## config.mk

```make
export PLATFORM = sky130hd
export DESIGN_NAME = core_run_ctrl
export DESIGN_NICKNAME = d
export VERILOG_FILES = /design/src/rtl/core_run_ctrl.sv
export SDC_FILE = /design/constraint.sdc
export NUM_CORES = 1
export LEC_CHECK = 0
export ABC_AREA = 1
export CELL_PAD_IN_SITES_DETAIL_PLACEMENT = 1
export CELL_PAD_IN_SITES_GLOBAL_PLACEMENT = 1
export CORE_ASPECT_RATIO = 0.75
export CORE_MARGIN = 4
export CORE_UTILIZATION = 30
export DETAILED_ROUTE_END_ITERATION = 12
export PLACE_DENSITY_LB_ADDON = 0.3
export SLEW_MARGIN = 5
export SYNTH_ARGS = -nofsm -noshare
export SYNTH_HDL_FRONTEND = slang
export SYNTH_SLANG_ARGS = --single-unit
export TNS_END_PERCENT = 5
```

## constraint.sdc

```tcl
create_clock -name clk -period 2.2 [get_ports clk]
set_input_delay 0.22 -clock clk [delete_from_list [all_inputs] [get_ports clk]]
set_output_delay 0.22 -clock clk [all_outputs]
set_load 0.02 [all_outputs]
```

## src/rtl/core_run_ctrl.sv

```systemverilog
// rtl/core_run_ctrl.sv - program loader and bounded-run controller for the single-cycle core
// Streams a program into instruction memory, sequences core reset, and records how the run ended.
module core_run_ctrl #(
  parameter int         DEPTH           = 64,
  parameter int         ADDR_W          = 6,
  parameter int         CYC_W           = 16,
  parameter int         CORE_RST_CYCLES = 4,
  parameter logic [3:0] HALT_OP         = 4'hF
) (
  input  logic              clk,
  input  logic              reset_n,
  input  logic              ld_start,
  input  logic              ld_valid,
  input  logic [31:0]       ld_data,
  input  logic              ld_last,
  output logic              ld_ready,
  input  logic              run_start,
  input  logic [CYC_W-1:0]  run_cycles,
  input  logic              abort,
  output logic              store_en,
  output logic [ADDR_W-1:0] store_address,
  output logic [31:0]       store_data,
  output logic              core_rst_n,
  input  logic [31:0]       core_alu_data,
  input  logic [3:0]        core_opcode,
  output logic              busy,
  output logic              done,
  output logic [1:0]        reason,
  output logic [31:0]       result,
  output logic [ADDR_W:0]   ld_count,
  output logic              load_ovf
);

  typedef enum logic [2:0] {S_IDLE, S_LOAD, S_CRST, S_RUN, S_DONE} state_t;

  localparam int                RST_W     = $clog2(CORE_RST_CYCLES + 1);
  localparam logic [RST_W-1:0]  RST_LAST  = RST_W'(CORE_RST_CYCLES - 1);
  localparam logic [ADDR_W:0]   LAST_SLOT = (ADDR_W + 1)'(DEPTH - 1);

  state_t              state_q, state_d;
  logic                store_en_q, store_en_d;
  logic [ADDR_W-1:0]   store_address_q, store_address_d;
  logic [31:0]         store_data_q, store_data_d;
  logic [ADDR_W:0]     ld_count_q, ld_count_d;
  logic                load_ovf_q, load_ovf_d;
  logic [1:0]          reason_q, reason_d;
  logic [31:0]         result_q, result_d;
  logic [CYC_W-1:0]    run_cycles_q, run_cycles_d;
  logic [CYC_W-1:0]    cyc_cnt_q, cyc_cnt_d;
  logic [RST_W-1:0]    crst_cnt_q, crst_cnt_d;

  always_comb begin
    state_d         = state_q;
    store_en_d      = 1'b0;
    store_address_d = store_address_q;
    store_data_d    = store_data_q;
    ld_count_d      = ld_count_q;
    load_ovf_d      = load_ovf_q;
    reason_d        = reason_q;
    result_d        = result_q;
    run_cycles_d    = run_cycles_q;
    cyc_cnt_d       = cyc_cnt_q;
    crst_cnt_d      = crst_cnt_q;
    case (state_q)
      S_IDLE, S_DONE: begin
        if (ld_start) begin
          state_d    = S_LOAD;
          ld_count_d = '0;
          load_ovf_d = 1'b0;
          reason_d   = 2'b00;
        end else if (run_start && (ld_count_q != '0)) begin
          state_d      = S_CRST;
          run_cycles_d = run_cycles;
          reason_d     = 2'b00;
          crst_cnt_d   = '0;
        end
      end
      S_LOAD: begin
        if (ld_valid) begin
          store_en_d      = 1'b1;
          store_address_d = ld_count_q[ADDR_W-1:0];
          store_data_d    = ld_data;
          ld_count_d      = ld_count_q + 1'b1;
          if (ld_last) begin
            state_d = S_IDLE;
          end else if (ld_count_q == LAST_SLOT) begin
            // Memory is full and the host never marked the end of the program.
            load_ovf_d = 1'b1;
            state_d    = S_IDLE;
          end
        end
        if (abort) state_d = S_IDLE;
      end
      S_CRST: begin
        if (abort) begin
          state_d  = S_DONE;
          reason_d = 2'b11;
        end else if (crst_cnt_q == RST_LAST) begin
          state_d   = S_RUN;
          cyc_cnt_d = '0;
        end else begin
          crst_cnt_d = crst_cnt_q + 1'b1;
        end
      end
      S_RUN: begin
        result_d  = core_alu_data;
        cyc_cnt_d = cyc_cnt_q + 1'b1;
        if (abort) begin
          state_d  = S_DONE;
          reason_d = 2'b11;
        end else if (core_opcode == HALT_OP) begin
          state_d  = S_DONE;
          reason_d = 2'b10;
        end else if ((run_cycles_q != '0) && (cyc_cnt_q == run_cycles_q - 1'b1)) begin
          state_d  = S_DONE;
          reason_d = 2'b01;
        end
      end
      default: state_d = S_IDLE;
    endcase
  end

  always_ff @(posedge clk or negedge reset_n) begin
    if (!reset_n) begin
      state_q         <= S_IDLE;
      store_en_q      <= 1'b0;
      store_address_q <= '0;
      store_data_q    <= '0;
      ld_count_q      <= '0;
      load_ovf_q      <= 1'b0;
      reason_q        <= 2'b00;
      result_q        <= '0;
      run_cycles_q    <= '0;
      cyc_cnt_q       <= '0;
      crst_cnt_q      <= '0;
    end else begin
      state_q         <= state_d;
      store_en_q      <= store_en_d;
      store_address_q <= store_address_d;
      store_data_q    <= store_data_d;
      ld_count_q      <= ld_count_d;
      load_ovf_q      <= load_ovf_d;
      reason_q        <= reason_d;
      result_q        <= result_d;
      run_cycles_q    <= run_cycles_d;
      cyc_cnt_q       <= cyc_cnt_d;
      crst_cnt_q      <= crst_cnt_d;
    end
  end

  // Status decoded straight from state so reset clears it without waiting for a clock.
  assign ld_ready      = (state_q == S_LOAD);
  assign busy          = (state_q == S_LOAD) || (state_q == S_CRST) || (state_q == S_RUN);
  assign done          = (state_q == S_DONE);
  assign core_rst_n    = (state_q == S_RUN);
  assign store_en      = store_en_q;
  assign store_address = store_address_q;
  assign store_data    = store_data_q;
  assign reason        = reason_q;
  assign result        = result_q;
  assign ld_count      = ld_count_q;
  assign load_ovf      = load_ovf_q;

endmodule

```

### Word-level counts from Yosys, hierarchy flattened

Cells that the tools add are included.
Widths: inputs -> output; s select.

| storage, ports and cells | value |
|---|---|
| register bits after elaboration | 119 |
| logic and storage cells | 96 |
| input port bits | 91 |

| cells by class | value |
|---|---|
| muxes and demuxes | 37 |
| $add $sub $neg | 4 |
| reductions and logical operators | 20 |
| equality and inequality tests | 23 |
| bitwise operators | 1 |

Operators with widths:

| kind | count |
|---|---|
| $mux 3 | 15 |
| $mux 16 | 2 |
| $pmux 16 s2 | 1 |
| $ne 2x2->1 const B | 9 |
| $add 16x1->16 const B | 1 |
| $eq 16x16->1 | 1 |
| $reduce_bool 16->1 | 1 |
| $sub 16x1->16 const B | 1 |
| $reduce_and 5->1 | 3 |
| $mux 7 | 2 |
| $pmux 7 s2 | 1 |
| $mux 2 | 6 |
| $pmux 3 s4 | 1 |
| $eq 3x2->1 const B | 3 |
| $reduce_and 3->1 | 3 |
| $ne 4x2->1 const B | 2 |
| $add 7x1->7 const B | 1 |
| $eq 7x6->1 const B | 1 |
| $reduce_bool 7->1 | 1 |
| $mux 1 | 6 |
| $ne 3x3->1 const B | 2 |
| $pmux 2 s3 | 1 |
| $pmux 3 s2 | 1 |
| $reduce_bool 2->1 | 3 |
| other kinds (15) | 17 |

### Longest topological paths before layout

| depth | value |
|---|---|
| depth in word-level cells | 7 |
| gate-level depth with buffers | 16 |

### Worst setup path before layout

Ideal clock, no wire load.

| timing path | value |
|---|---|
| path kind | register to register |
| from | register run_cycles_q[0] |
| to | register state_q[2] |
| path buffers | 0 |
| required time | 2,083 ps |
| library setup time | 117 ps |
| stages on the path, launching flop included | 16 |
| slack | 330 ps |
| data arrival time | 1,753 ps |
| clock period less this slack | 1,870 ps |
| cells stage by stage | dfrtp_1 inv_1 ha_1 nand2_1 nor2_1 nand2_1 nand3_1 nand2_1 nor2_2 nand2_1 nor2_1 nand2_2 nand2_4 nand2_2 nand2_1 nand2_1 |

| on the way | value |
|---|---|
| word-level cells in the longest chain between the ends | 5 |
| elaborated cells on any way between the ends | 6 |

RTL lines:

| item | RTL line | text |
|---|---|---|
| start: declaration | 48 | `logic [CYC_W-1:0] run_cycles_q, run_cycles_d;` |
| start signal: assignment | 145 | `run_cycles_q <= run_cycles_d;` |
| $sub 16x1->16 | 114 | `end else if ((run_cycles_q != '0) && (cyc_cnt_q == run_cycles_q - 1'b1)) begin` |
| $eq 16x16->1 | 114 |  |
| $logic_and 1x1->1 * | 114 |  |
| $ne 4x2->1 (no line) * | -- |  |
| $reduce_and 5->1 (no line) * | -- |  |
| end signal: assignment | 137 | `state_q <= state_d;` |
| end: declaration | 40 | `state_t state_q, state_d;` |

Every way passes the cells marked *; elsewhere a longest branch is shown, timed or not.
A chain may end at the register's enable or synchronous reset.

### Worst setup path after layout

| timing path | value |
|---|---|
| from | register state_q[2] |
| to | output core_rst_n |

| on the way | value |
|---|---|
| word-level cells in the longest chain between the ends | 1 |

RTL lines:

| item | RTL line | text |
|---|---|---|
| $eq 3x2->1 | 155 | `assign core_rst_n = (state_q == S_RUN);` |
| end: declaration | 23 | `output logic core_rst_n,` |

No other way between the ends.

==> results.md <==
* Status: finished, final reports clean
* Syn Nets at between 800 and 900
* R2r setup slk at ~200 ps
* Ys flop type: dfrtp_1
* Placed cell areas at between 7000 and 8000 sq um
* Worst r2r dst: state_q[0]
* Type of element capturing the critical path: output port
* Post-synth top cells: nand2_1 (295), dfrtp_1 (119), nor2_1 (59)
* Synth warn at 0
* Most instantiated library cell after synthesis: nand2_1
* Crit path cell chain: nor3_4 > clkdlybuf4s50_1
* FMAX at 0.4744 GHz
* Iter 0 DRT Violations at roughly 200
* Worst VDD drop at between 0.5 and 0.6 mV
* Final clock skew at approximately 8.9 ps
* Final instance area at ~8400 sq um
* ANT nets after route at 0
* Filler Cells Inserted at approximately 2200
* Vias in the first global route at 5541
* GRT Overall Usage at approximately 17%
* Post-route minimum period at 2108 ps
* CP max-delay cell: clkdlybuf4s50_1
* # H-tree levels at 4
* Cell Rows at 43
* Routed Wire Length at 17.64 mm
* Met1 Routed Length at 7.863 mm
* Fraction of registers with async set or reset after synthesis at 100.0%
* Area Growth Syn to Fin at 48.23%
* Startpoint Class: flop
* Initial antenna violation count at 0
* Post-DR wirelength/cell at about 15 um
* CP startpoint: state_q[2]
* Share of the synthesized area in the top cell type at 52.70%
* Finish-stage setup viols at 0
* Final worst path period share at 95.82%
* DR DRC count at 0
* Final hold vios at 0
* Clock Power Share at between 20% and 30%
* Hold path depth at 3
* Critical path class: reg2out
* Comb power frac at roughly 43%
* Max Used Layer: met4
* Port-buffer cells at ~180
* CP max FO at 6
* Clock sinks at approximately 120
* Leakage at 4.039 nW
* Clock-pin slew on the worst setup and hold paths at 60 ps
* Global-route wire length before repair at 28.88 mm
* Layout cells sized above 1 at about 10%
* Hold endpoint: store_data[15]
* Seq pwr share at 33.1%
* Met2 WL at 7.911 mm
* RSZ-0062 raised after global routing: no
* Die width at ~170 um
* CTS Buffer Depth at 2
* Synth Instances at between 700 and 800
* Worst Path Arrival at 1890 ps
* Die Y at ~130 um
* Via count at 5254
* Cell variety after synth at 35
* Ant. Diodes at 0
* Total gr overflow at 0
* TritonCTS clock tree: done
* Sw frac at between 40 and 50%
* Rel. slew slack at between 60 and 70%
* Psw at 4.573 mW
* Register area share after synthesis at 52.70%
* Max-slew violation count at 0
* Post-Syn Area at 5650 sq um
* DR pass1 iterations at 4
* Post-route setup TNS at 0 ps
* Layout Nets at between 900 and 1000
* Dpl hpwl at between 10 and 15 mm
* Place WS at 157.2 ps
* Min-Delay Path Class: in2reg
* Post-synth top area cell: dfrtp_1
* Largest cells by area after synthesis: dfrtp_1 (53%), nand2_1 (20%), nor2_1 (3.9%)
* Slew @ Worst Pin at between 500 and 600 ps
* GP Congestion at approximately 0.8
* Internal power at between 6 and 7 mW
* Hold Path Origin: ld_data[15]
* Largest net degree at the start of global routing at 38
* Initial core utilization at 30.53%
* Worst skew pair latency at roughly 430 ps
* Post-synth EDFFs at 0
* Max_cap viols at 0
* Syn_area_per_cell at approximately 8.0 sq um
* Register-to-Register Path Depth at 15
* CTS buffer count at 17
* Ports at around 180
* CTS root buf: clkbuf_16
* Post-route setup slack at slightly above 90 ps
* Cell Pwr Density at 1362 nW/um^2
* CP required at 1980 ps
* Drt via density at approximately 4.5
* Reg2reg start: run_cycles_q[1]
* Yosys reg bits at 119
* Max stage delay on crit path at between 600 and 700 ps
* Core area at approximately 19000 sq um
* Die footprint at ~21000 sq um
* Met3 wire len at approximately 1.6 mm
==> cell families after synthesis <==
family	share of synthesized area (%)
muxes	1.395
AOI/OAI and AO/OA	5.735
xor gates and xnor gates	1.395
adders and majority gates	1.329
buffers and inverters	4.827
and+or+nand+nor	32.62
DFF	52.70
==> power groups by stage <==
stage	registers [mW]	clock network, mW	logic (mW)
after CTS	3.79	2.81	4.99
after detailed placement	3.80	0	4.95
after global placement	3.78	0	4.89
final	3.78	2.73	4.89
after floorplan	4.45	0	1.94
after global routing	3.93	2.94	5.42
==> timing repair <==
item | in CTS | in global routing
buffers inserted | 0 | 0
endpoints found under the setup margin | 0 | 8
hold buffers | 1 | 0
gates resized for setup | 0 | 4
endpoints found under the hold margin | 32 | 0
==> how the worst max path moves through the flow <==
stage          cells past startpoint  slack (ps)          to
2_1_floorplan                     15         330  state_q[2]
3_3_place_gp                      15         260  state_q[2]
3_5_place_dp                      15         160  state_q[0]
4_1_cts                            2          30    ld_ready
5_1_grt                           15           2  state_q[0]
6_report                           2          90  core_rst_n
==> stage by stage <==
stage / util [%] / hold WS, ps / total power, mW / instances
2_1_floorplan: - / -75.59 / 6.389 / 705
3_3_place_gp: 42.02 / 263.4 / 8.664 / 1126
3_5_place_dp: 42.02 / 259.0 / 8.743 / 1126
4_1_cts: 45.20 / 304.7 / 11.59 / 1159
5_1_grt: 45.25 / 305.0 / 12.28 / 1159
6_report: 45.25 / 324.5 / 11.40 / 1159
==> cell type report <==
| cell class | count | area, sq um | area share (%) |
|---|---|---|---|
| sequential | 119 | 2978 | 35.55 |
| multi-input combinational | 514 | 2409 | 28.76 |
| timing repair buffer | 191 | 1892 | 22.59 |
| clock buffer | 18 | 439.2 | 5.244 |
| tap | 247 | 309.0 | 3.690 |
| inverter | 56 | 210.2 | 2.510 |
| clock inverter | 14 | 138.9 | 1.658 |
==> cells in the final DEF (no fill, tap or decap), types with 10 or more instances in the layout <==
cell type and n:
clkdlybuf4s50_1 171, nand2_2 10, o21ai_0 26, a21oi_1 25
nor2_1 59, nand3_1 24, buf_4 15, nand2_1 295
inv_1 51, dfrtp_1 119, clkbuf_16 17
==> worst max-delay path, delay by kind of cell, from the launching register on <==
| family | cells | cell delay [ps] |
|---|---|---|
| and+or+nand+nor | 1 | 310 |
| buffers and inverters | 1 | 650 |
| DFF | 1 | 500 |
==> state kept, by name, indices dropped and copies added, names as in the netlist, 2 cells and up <==
register / count
cyc_cnt_q: 16
crst_cnt_q: 3
run_cycles_q: 16
ld_count: 7
state_q: 3
reason: 2
result: 32
store_address: 6
store_data: 32
==> per-layer routing <==
| metal | GRT usage [%] | vias up |
|---|---|---|
| met2 | 25.93 | 133 |
| met3 | 8.069 | 18 |
| met5 | 0 | - |
| met1 | 21.64 | 2501 |
| met4 | 5.628 | 0 |
| li1 | - | 2602 |
Note: power is estimated with default switching activity, not from simulation.
